### src/rtl/lcd_bus_receiver.sv
// Listening end of the 4-bit character-LCD bus: synchronises the pins, pairs nibbles into bytes
// and tracks the DDRAM cursor. Define LCD_RX_TIMEOUT_EN to enable the inter-nibble timeout.
module lcd_bus_receiver #(
  parameter int unsigned SYNC_STAGES        = 2,
  parameter int unsigned NIBBLE_TIMEOUT_CYC = 50000
) (
  input  logic       CLK,
  input  logic       RST,
  input  logic [3:0] SF_D,
  input  logic       LCD_E,
  input  logic       LCD_RS,
  input  logic       LCD_RW,
  output logic [7:0] BYTE_OUT,
  output logic       BYTE_RS,
  output logic       BYTE_VALID,
  output logic       INIT_DONE,
  output logic [6:0] DDRAM_ADDR,
  output logic       PROTO_ERR
);

  if (SYNC_STAGES < 2) begin : g_bad_sync
    $error("SYNC_STAGES must be at least 2");
  end
  if (NIBBLE_TIMEOUT_CYC < 2) begin : g_bad_timeout
    $error("NIBBLE_TIMEOUT_CYC must be at least 2");
  end

  typedef enum logic [1:0] {StInit, StHigh, StLow} state_e;

  // Input synchronisers; the highest index is the synchronised output.
  logic [SYNC_STAGES-1:0][3:0] d_sync_q;
  logic [SYNC_STAGES-1:0]      e_sync_q;
  logic [SYNC_STAGES-1:0]      rs_sync_q;
  logic [SYNC_STAGES-1:0]      rw_sync_q;

  always_ff @(posedge CLK or posedge RST) begin
    if (RST) begin
      d_sync_q  <= '0;
      e_sync_q  <= '0;
      rs_sync_q <= '0;
      rw_sync_q <= '0;
    end else begin
      d_sync_q  <= {d_sync_q[SYNC_STAGES-2:0], SF_D};
      e_sync_q  <= {e_sync_q[SYNC_STAGES-2:0], LCD_E};
      rs_sync_q <= {rs_sync_q[SYNC_STAGES-2:0], LCD_RS};
      rw_sync_q <= {rw_sync_q[SYNC_STAGES-2:0], LCD_RW};
    end
  end

  logic       e_s;
  logic       rw_s;
  logic       e_prev_q;
  logic       evt_d;
  logic       evt_q;
  logic [3:0] evt_nib_q;
  logic       evt_rs_q;

  assign e_s   = e_sync_q[SYNC_STAGES-1];
  assign rw_s  = rw_sync_q[SYNC_STAGES-1];
  // Read cycles are dropped here so they never reach the FSM.
  assign evt_d = e_prev_q & ~e_s & ~rw_s;

  always_ff @(posedge CLK or posedge RST) begin
    if (RST) begin
      e_prev_q  <= 1'b0;
      evt_q     <= 1'b0;
      evt_nib_q <= 4'h0;
      evt_rs_q  <= 1'b0;
    end else begin
      e_prev_q  <= e_s;
      evt_q     <= evt_d;
      if (evt_d) begin
        evt_nib_q <= d_sync_q[SYNC_STAGES-1];
        evt_rs_q  <= rs_sync_q[SYNC_STAGES-1];
      end
    end
  end

  state_e     state_q, state_d;
  logic [3:0] held_q, held_d;
  logic       held_rs_q, held_rs_d;
  logic [7:0] data_q, data_d;
  logic       data_rs_q, data_rs_d;
  logic       valid_q, valid_d;
  logic       init_done_q, init_done_d;
  logic [6:0] addr_q, addr_d;
  logic       err_q, err_d;

`ifdef LCD_RX_TIMEOUT_EN
  localparam int unsigned CntW = $clog2(NIBBLE_TIMEOUT_CYC + 1);
  localparam logic [CntW-1:0] CntLast = CntW'(NIBBLE_TIMEOUT_CYC - 1);
  logic [CntW-1:0] cnt_q, cnt_d;

  always_ff @(posedge CLK or posedge RST) begin
    if (RST) cnt_q <= '0;
    else     cnt_q <= cnt_d;
  end
`endif

  function automatic logic [6:0] next_addr(input logic [6:0] addr, input logic rs,
                                           input logic [7:0] b);
    logic [6:0] a;
    a = addr;
    if (rs) begin
      // Two-line display: line 1 ends at 0x27, line 2 at 0x67.
      if (addr == 7'h27)      a = 7'h40;
      else if (addr == 7'h67) a = 7'h00;
      else                    a = addr + 7'd1;
    end else if (b[7]) begin
      a = b[6:0];
    end else if (b == 8'h01 || b == 8'h02 || b == 8'h03) begin
      a = 7'h00;
    end
    return a;
  endfunction

  always_ff @(posedge CLK or posedge RST) begin
    if (RST) begin
      state_q     <= StInit;
      held_q      <= 4'h0;
      held_rs_q   <= 1'b0;
      data_q      <= 8'h00;
      data_rs_q   <= 1'b0;
      valid_q     <= 1'b0;
      init_done_q <= 1'b0;
      addr_q      <= 7'h00;
      err_q       <= 1'b0;
    end else begin
      state_q     <= state_d;
      held_q      <= held_d;
      held_rs_q   <= held_rs_d;
      data_q      <= data_d;
      data_rs_q   <= data_rs_d;
      valid_q     <= valid_d;
      init_done_q <= init_done_d;
      addr_q      <= addr_d;
      err_q       <= err_d;
    end
  end

  always_comb begin
    state_d     = state_q;
    held_d      = held_q;
    held_rs_d   = held_rs_q;
    data_d      = data_q;
    data_rs_d   = data_rs_q;
    valid_d     = 1'b0;
    init_done_d = init_done_q;
    addr_d      = addr_q;
    err_d       = err_q;
`ifdef LCD_RX_TIMEOUT_EN
    cnt_d       = cnt_q;
`endif
    unique case (state_q)
      StInit: begin
        // 8-bit-mode nibbles: 0x3 keeps waiting, 0x2 switches to 4-bit mode.
        if (evt_q && !evt_rs_q && evt_nib_q == 4'h2) begin
          state_d     = StHigh;
          init_done_d = 1'b1;
        end
      end
      StHigh: begin
        if (evt_q) begin
          held_d    = evt_nib_q;
          held_rs_d = evt_rs_q;
          state_d   = StLow;
`ifdef LCD_RX_TIMEOUT_EN
          cnt_d     = '0;
`endif
        end
      end
      StLow: begin
        if (evt_q) begin
          if (evt_rs_q == held_rs_q) begin
            data_d    = {held_q, evt_nib_q};
            data_rs_d = evt_rs_q;
            valid_d   = 1'b1;
            addr_d    = next_addr(addr_q, evt_rs_q, {held_q, evt_nib_q});
            state_d   = StHigh;
          end else begin
            // RS changed mid-pair: the new nibble starts a fresh pair.
            err_d     = 1'b1;
            held_d    = evt_nib_q;
            held_rs_d = evt_rs_q;
`ifdef LCD_RX_TIMEOUT_EN
            cnt_d     = '0;
`endif
          end
        end
`ifdef LCD_RX_TIMEOUT_EN
        else if (cnt_q == CntLast) begin
          err_d   = 1'b1;
          state_d = StHigh;
        end else begin
          cnt_d = cnt_q + 1'b1;
        end
`endif
      end
      default: state_d = StInit;
    endcase
  end

  assign BYTE_OUT   = data_q;
  assign BYTE_RS    = data_rs_q;
  assign BYTE_VALID = valid_q;
  assign INIT_DONE  = init_done_q;
  assign DDRAM_ADDR = addr_q;
  assign PROTO_ERR  = err_q;

endmodule

### config.mk
export PLATFORM = sky130hd
export DESIGN_NAME = lcd_bus_receiver
export DESIGN_NICKNAME = d
export VERILOG_FILES = /design/src/rtl/lcd_bus_receiver.sv
export SDC_FILE = /design/constraint.sdc
export NUM_CORES = 1
export LEC_CHECK = 0
export BUFFER_PORTS_ARGS = -buffer_cell sky130_fd_sc_hd__buf_2
export CAP_MARGIN = 25
export CORE_ASPECT_RATIO = 0.75
export CORE_MARGIN = 3
export CORE_UTILIZATION = 52
export CTS_BUF_LIST = sky130_fd_sc_hd__clkbuf_2
export DETAILED_ROUTE_END_ITERATION = 7
export HOLD_SLACK_MARGIN = 0.05
export PLACE_DENSITY = 0.74
export SLEW_MARGIN = 20
export SYNTH_ARGS = -nofsm -noshare
export SYNTH_HDL_FRONTEND = slang
export SYNTH_SLANG_ARGS = --single-unit
### constraint.sdc
create_clock -name CLK -period 1.65 [get_ports CLK]
set_input_delay 0.165 -clock CLK [delete_from_list [all_inputs] [get_ports CLK]]
set_output_delay 0.165 -clock CLK [all_outputs]
set_load 0.03 [all_outputs]
# Word level (Yosys, flattened, before mapping)
# Index checks and enable logic that the tools add are counted.
dict set report totals {
  latch_bits 0
  ramBits 0
  reg_bits 47
  word_cells 73
  rom_bits 0
  n_memories 0
  output_inout_bits 19
  in_bits 9
}
dict set report classes {
  shift 0
  magnitude_cmp 0
  muxes 21
  bitwise 5
  multipliers 0
  reduce_logical 14
  add_sub_neg 1
  n_eq_ne 14
  div_mod_pow 0
}
# operator n
set op_table {}
lappend op_table {{2-to-1 mux 7 bit} 5}
lappend op_table {{== test 8 x 2 -> 1 bit, second input constant} 2}
lappend op_table {{2-to-1 mux 4 bit} 3}
lappend op_table {{AND reduction 4 bit} 3}
lappend op_table {{!= test 2 bit, second input constant} 5}
lappend op_table {{== test 8 x 1 -> 1 bit, second input constant} 1}
lappend op_table {{2-to-1 mux 2 bit} 4}
lappend op_table {{one-hot mux 4 bit (2 select lines)} 1}
lappend op_table {{adder 7 x 1 -> 7 bit, second input constant} 1}
lappend op_table {{== test 7 x 6 -> 1 bit, second input constant} 1}
lappend op_table {{== test 7 bit, second input constant} 1}
lappend op_table {{2-to-1 mux 1 bit} 6}
lappend op_table {{one-hot mux 2 bit (3 select lines)} 1}
lappend op_table {{AND reduction 3 bit} 2}
lappend op_table {{== test 4 x 2 -> 1 bit, second input constant} 1}
lappend op_table {{inverter 1 bit} 3}
lappend op_table {{nonzero test 3 bit} 1}
lappend op_table {{AND 1 bit} 2}
lappend op_table {{== test 2 x 1 -> 1 bit, second input constant} 1}
lappend op_table {{== test 2 bit, second input constant} 1}
lappend op_table {{logical AND 1 bit} 2}
lappend op_table {{zero test 2 bit} 1}
lappend op_table {{logical OR 1 bit} 2}
lappend op_table {{one-hot mux 1 bit (2 select lines)} 1}
lappend op_table {{4 further kinds} 4}

# Logic depth before layout (Yosys ltp)
dict set report depth {
  depth_word 6
  depth_mapped 7
  depth_no_buf 5
}

# Worst setup path before layout
# No wires, ideal clock.
dict set report synth_path {
  path_type {reg2reg}
  startpoint {register addr_q[0], in the netlist DDRAM_ADDR[0]}
  endpoint {register addr_q[3], in the netlist DDRAM_ADDR[3]}
  n_path_buf 0
  t_arrival_ps 1587
  path_slack_ps -58
  required_time_ps 1529
  setup_ps 121
  period_less_slack_ps 1708
  stages_incl_launch_ff 6
  path_cell_list {dfrtp_1 ha_1 nand3_1 o31ai_1 o31ai_1 a22o_1}
}
dict set report synth_via {
  elab_chain_len 4
  word_cells_on_any_way 6
  cone_classes {add/sub (1); eq/ne (2); mux (3)}
}
# item line_no
set synth_lines {}
lappend synth_lines {{from (decl)} 86} ;# logic [6:0] addr_q, addr_d;
lappend synth_lines {{from (signal assigned)} 136} ;# addr_q <= addr_d;
lappend synth_lines {{adder 7 x 1 -> 7 bit or == test 7 bit (tied branches)} {108, 107}}
lappend synth_lines {{2-to-1 mux 7 bit} 107} ;# else if (addr == 7'h67) a = 7'h00;
lappend synth_lines {{2-to-1 mux 7 bit *} 106} ;# if (addr == 7'h27) a = 7'h40;
lappend synth_lines {{2-to-1 mux 7 bit *} 104} ;# if (rs) begin
# Every way passes the cells marked *; elsewhere a longest branch is shown, timed or not.
# A chain may end at the register's enable or synchronous reset.

# Worst setup path in the final report
# Same ends and word-level chain as after synthesis.

==> qor_table.md <==
| Step | Metric | Reported |
|---|---|---|
| logic synthesis | Compound-Gate Fraction of Synth Area | 10.1% |
| finish | Area grow syn2layout | 20.5% |
| routing | Detailed router's first-iteration violation count | 129 |
| power and ir drop | Int Power | 1.84 mW |
| logic synthesis | XOR/XNOR share of the synthesized area | 0.956% |
| routing | Total vias in the final route | 1238 |
| setup path | Kind of end point of the critical path | flip-flop |
| die | Height of the chip | 57.4 microns |
| die | Starting utilization of the core area | 55.0% |
| power and ir drop | Worst IR drop on VDD | 816 uV |
| die | Core Region | 3330 sq um |
| flow run | Max-capacitance violation count | 0 |
| global routing | Largest net degree at the start of global routing | 48 |
| power and ir drop | Clock network fraction of total power | 16.3% |
| setup path | FF-to-FF Start | DDRAM_ADDR[0]$_DFFE_PP0P_ |
| routing | Post-detailed-route DRC marker count | 0 |
| logic synthesis | Number of cells produced by synthesis | 136 |
| logic synthesis | Number of synthesized flops with an enable pin | 0 |
| clocking | Largest buffer count on any clock path | 2 |
| finish | Fraction of layout cells with a size suffix above 1 | 39.8% |
| placed design | Final GP Congestion | 0.917 |
| logic synthesis | Number of distinct standard cells referenced by the synthesized netlist | 35 |
| global routing | Global-route wire length before repair | 5740 microns |
| logic synthesis | Largest family of logic cells by synthesized area | multiplexers |
| hold path | Path class of the lowest-slack min-delay path | input port to async pin |
| routing | Via density per instance | 5.60 |
| setup path | Slowest stage cell, crit path | sky130_fd_sc_hd__dfrtp_2 |
| timing | Worst Hold Margin | 0.292 ns |
| global routing | Initial antenna violation count | 0 |
| setup path | Category of the critical setup timing path | flip-flop to flip-flop |
| routing | Post-detailed-route count of antenna-violating nets | 0 |
| placed design | Pre-CTS worst setup slack | 0.0175 ns |
| setup path | Top fanout value on the critical path | 5 |
| timing | Clock skew | 0.00960 ns |
| logic synthesis | Portion of netlist area occupied by mux cells | 11.7% |
| logic synthesis | #FFs+latches synth | 47 |
| routing | Wire length reported by the detailed router | 3380 microns |
| clocking | Total setup buffers inserted after CTS | 0 |
| logic synthesis | Share of synthesized registers carrying an async set or reset | 100% |
| timing | Final period utilization | 93.6% |
| setup path | Critical-path cell list | ha_2 -> nand3_2 -> o31ai_4 -> o31ai_1 -> a22o_1 |
| logic synthesis | Simple-gate area share of the yosys netlist | 9.76% |
| logic synthesis | Net count after synthesis | 146 |
| finish | Sequential cell area | 1180 sq um |
| setup path | Critical Path Start | DDRAM_ADDR[0]$_DFFE_PP0P_ |
| clocking | Number of buffers created by CTS | 5 |
| logic synthesis | Dominant synthesized flop cell | sky130_fd_sc_hd__dfrtp_1 |
| global routing | Overall overflow remaining after global route | 0 |
| power and ir drop | Net switching component of the power | 1.05 mW |
| setup path | R2R Setup Slk | 0.11 ns |
| finish | Number of nets in the layout | 190 |
| routing | Final routed wire length divided by cell count | 15.3 microns |
| finish | Most frequent cells in the layout | sky130_fd_sc_hd__dfrtp_1, sky130_fd_sc_hd__buf_2, sky130_fd_sc_hd__mux2_2 |
| clocking | Library cell used as clock root buffer | sky130_fd_sc_hd__clkbuf_2 |
| die | Number of top-level design ports | 28 |
| global routing | Global routing usage summed across all routing layers | 17.9% |
| routing | First-pass DRT Iterations | 4 |
| finish | Most common library cell in the layout ignoring fill and taps | sky130_fd_sc_hd__dfrtp_1 |
| power and ir drop | Sequential share of power | 53.8% |
| finish | Core occupancy in the finished layout | 66.3% |
| timing | Measured slew at the worst slew-check pin | 0.540 ns |
| routing | Met2 wire len | 1540 microns |
| timing | Final Hold Fails | 0 |
| clocking | Clock tree from TritonCTS | built |
| global routing | Via count of the first global-routing pass | 1275 |
| logic synthesis | Per-instance average area after synthesis | 13.5 sq um |
| status | Outcome | finished, final reports clean |
| setup path | Highest cell delay on the worst timing path | 0.45 ns |
| clocking | Clock transition time at the flip-flop clock pins of the worst setup and hold paths | 0.23 ns |
| logic synthesis | Fraction of the mapped netlist area in adder cells | 0.683% |
| logic synthesis | Largest cells by area after synthesis | sky130_fd_sc_hd__dfrtp_1, sky130_fd_sc_hd__mux2_2, sky130_fd_sc_hd__a21oi_1 |
| logic synthesis | Count of yosys warnings during synthesis | 0 |
| setup path | Worst R2R Path Depth | 5 |
| die | Die width | 74.6 microns |
| finish | Area used by multi-input combinational logic | 629 sq um |
| logic synthesis | Fraction of the yosys area taken by sequential cells | 64.2% |
| clocking | Worst skew pair latency | 0.40 ns |
| logic synthesis | Top cell type by total area after synthesis | sky130_fd_sc_hd__dfrtp_1 |
| timing | Slew HR | 63.8% |
| die | Area enclosed by the die boundary | 4280 sq um |
| power and ir drop | Cell leakage power | 1.09 nW |
| timing | Post-route minimum period | 1.54 ns |
| logic synthesis | Area of the mapped netlist | 1830 sq um |
| clocking | Number of H-tree branching levels | 2 |
| placed design | HPWL Detailed | 2300 microns |
| routing | Wire length on met1 | 1590 microns |
| timing | Total setup violations reported at the end of the flow | 0 |
| logic synthesis | Area share of the largest cell type after synthesis | 64.2% |
| finish | Filler cell count in the final layout | 251 |
| setup path | Worst path arrival time | 1.87 ns |
| timing | Count of pins over their slew limit | 0 |
| setup path | WP buf/inv | 0 |
| setup path | Family with the most delay on the worst path | compound AO/OA/AOI/OAI gates |
| setup path | Worst Setup Start Kind | flip-flop |
| routing | Highest routing layer actually used | met4 |
| setup path | Required @ worst endpoint | 1.97 ns |
| power and ir drop | Total power per unit cell area | 1310 nW/um^2 |
| power and ir drop | Sw frac | 36.4% |
| timing | Fmax | 0.647 GHz |
| finish | Diode count | 0 |
| die | Std-Cell Rows | 18 |
| routing | Routed length on met3 | 191 microns |
| timing | Min setup slack post-route | 0.105 ns |
| placed design | Quantity of I/O buffers inserted on ports | 27 |
| clocking | Clk sinks | 47 |
| setup path | Endpoint of the lowest-slack register-to-register path | DDRAM_ADDR[3]$_DFFE_PP0P_ |
| power and ir drop | Combinational share of power | 29.9% |
-- cell families (layout without fill, tap and decap cells) --
kind of cell	count (synthesis)	count (layout)
XOR/XNOR	2	2
buffers and inverters	7	52
AND/OR/NAND/NOR	31	31
flip-flops	47	47
AO/OA/AOI/OAI	29	29
adder cells (fa/ha/maj)	1	1
multiplexers	19	19
-- through the flow --
step	cell area, sq um	TNS (ns)	power, mW	std cells
detailed placement	2060	0	2.42	205
finish	2210	0	2.89	221
CTS	2190	0	2.90	221
global placement	2060	0	2.39	205
global route	2210	-0.0150	3.08	221
floorplan	1840	0	2.13	136
-- cells in the mapped netlist, drive strengths merged (2+ instances only) --
cell and count:
a21o 2, a21oi 10, a22oi 2, a31o 2, a31oi 4, buf 4
clkbuf 2, dfrtp 47, mux2 19, nand2 8, nand2b 3, nand3 5
nor2 2, nor2b 3, nor3b 2, o21ai 4, o31ai 2
-- worst max-delay path by stage --
stage,endpoint,cells after the start
final,DDRAM_ADDR[3]$_DFFE_PP0P_,5
after global routing,DDRAM_ADDR[3]$_DFFE_PP0P_,5
after CTS,DDRAM_ADDR[3]$_DFFE_PP0P_,5
after detailed placement,DDRAM_ADDR[3]$_DFFE_PP0P_,5
after global placement,DDRAM_ADDR[3]$_DFFE_PP0P_,5
after floorplan,BYTE_OUT[0]$_DFFE_PP0P_,6
-- state kept, by name, summed over array words and instances, names as in the netlist, 2 cells and up --
| signal | cells |
|---|---|
| evt_nib_q | 4 |
| d_sync_q | 8 |
| rs_sync_q | 2 |
| DDRAM_ADDR | 7 |
| BYTE_OUT | 8 |
| rw_sync_q | 2 |
| e_sync_q | 2 |
| held_q | 4 |
| state_q | 2 |
-- area by class of cell --
| class | instances | area share, % |
|---|---|---|
| Sequential cell | 47 | 53.3 |
| Clock inverter | 2 | 0.793 |
| Inverter | 1 | 0.170 |
| Multi-Input combinational cell | 82 | 28.5 |
| Timing Repair Buffer | 43 | 13.6 |
| Tap cell | 40 | 2.27 |
| Clock buffer | 6 | 1.36 |
-- power groups by stage --
stage / clock network [mW] / logic [mW] / registers, mW
after CTS: 0.491 / 0.860 / 1.55
after global placement: 0 / 0.828 / 1.56
after global routing: 0.542 / 0.944 / 1.59
after detailed placement: 0 / 0.843 / 1.57
final: 0.472 / 0.865 / 1.56
after floorplan: 0 / 0.389 / 1.74
-- worst reg2reg max path: stages (launching register included) --
cell and delay (ns):
sky130_fd_sc_hd__dfrtp_2 0.45, sky130_fd_sc_hd__ha_2 0.23, sky130_fd_sc_hd__nand3_2 0.14, sky130_fd_sc_hd__o31ai_4 0.27
sky130_fd_sc_hd__o31ai_1 0.12, sky130_fd_sc_hd__a22o_1 0.24
-- repair_timing --
| item | in CTS | in global routing |
|---|---|---|
| hold endpoints to repair | 54 | 0 |
| endpoints found under the setup margin | 1 | 2 |
| hold buffers | 8 | 0 |
| gates resized for setup | 1 | 3 |
-- layer usage --
metal,vias up,track usage (%)
met5,-,0
met4,0,8.38
met3,9,6.16
met2,50,26.4
met1,605,23.9
li1,574,-
Note: power is estimated with default switching activity, not from simulation.
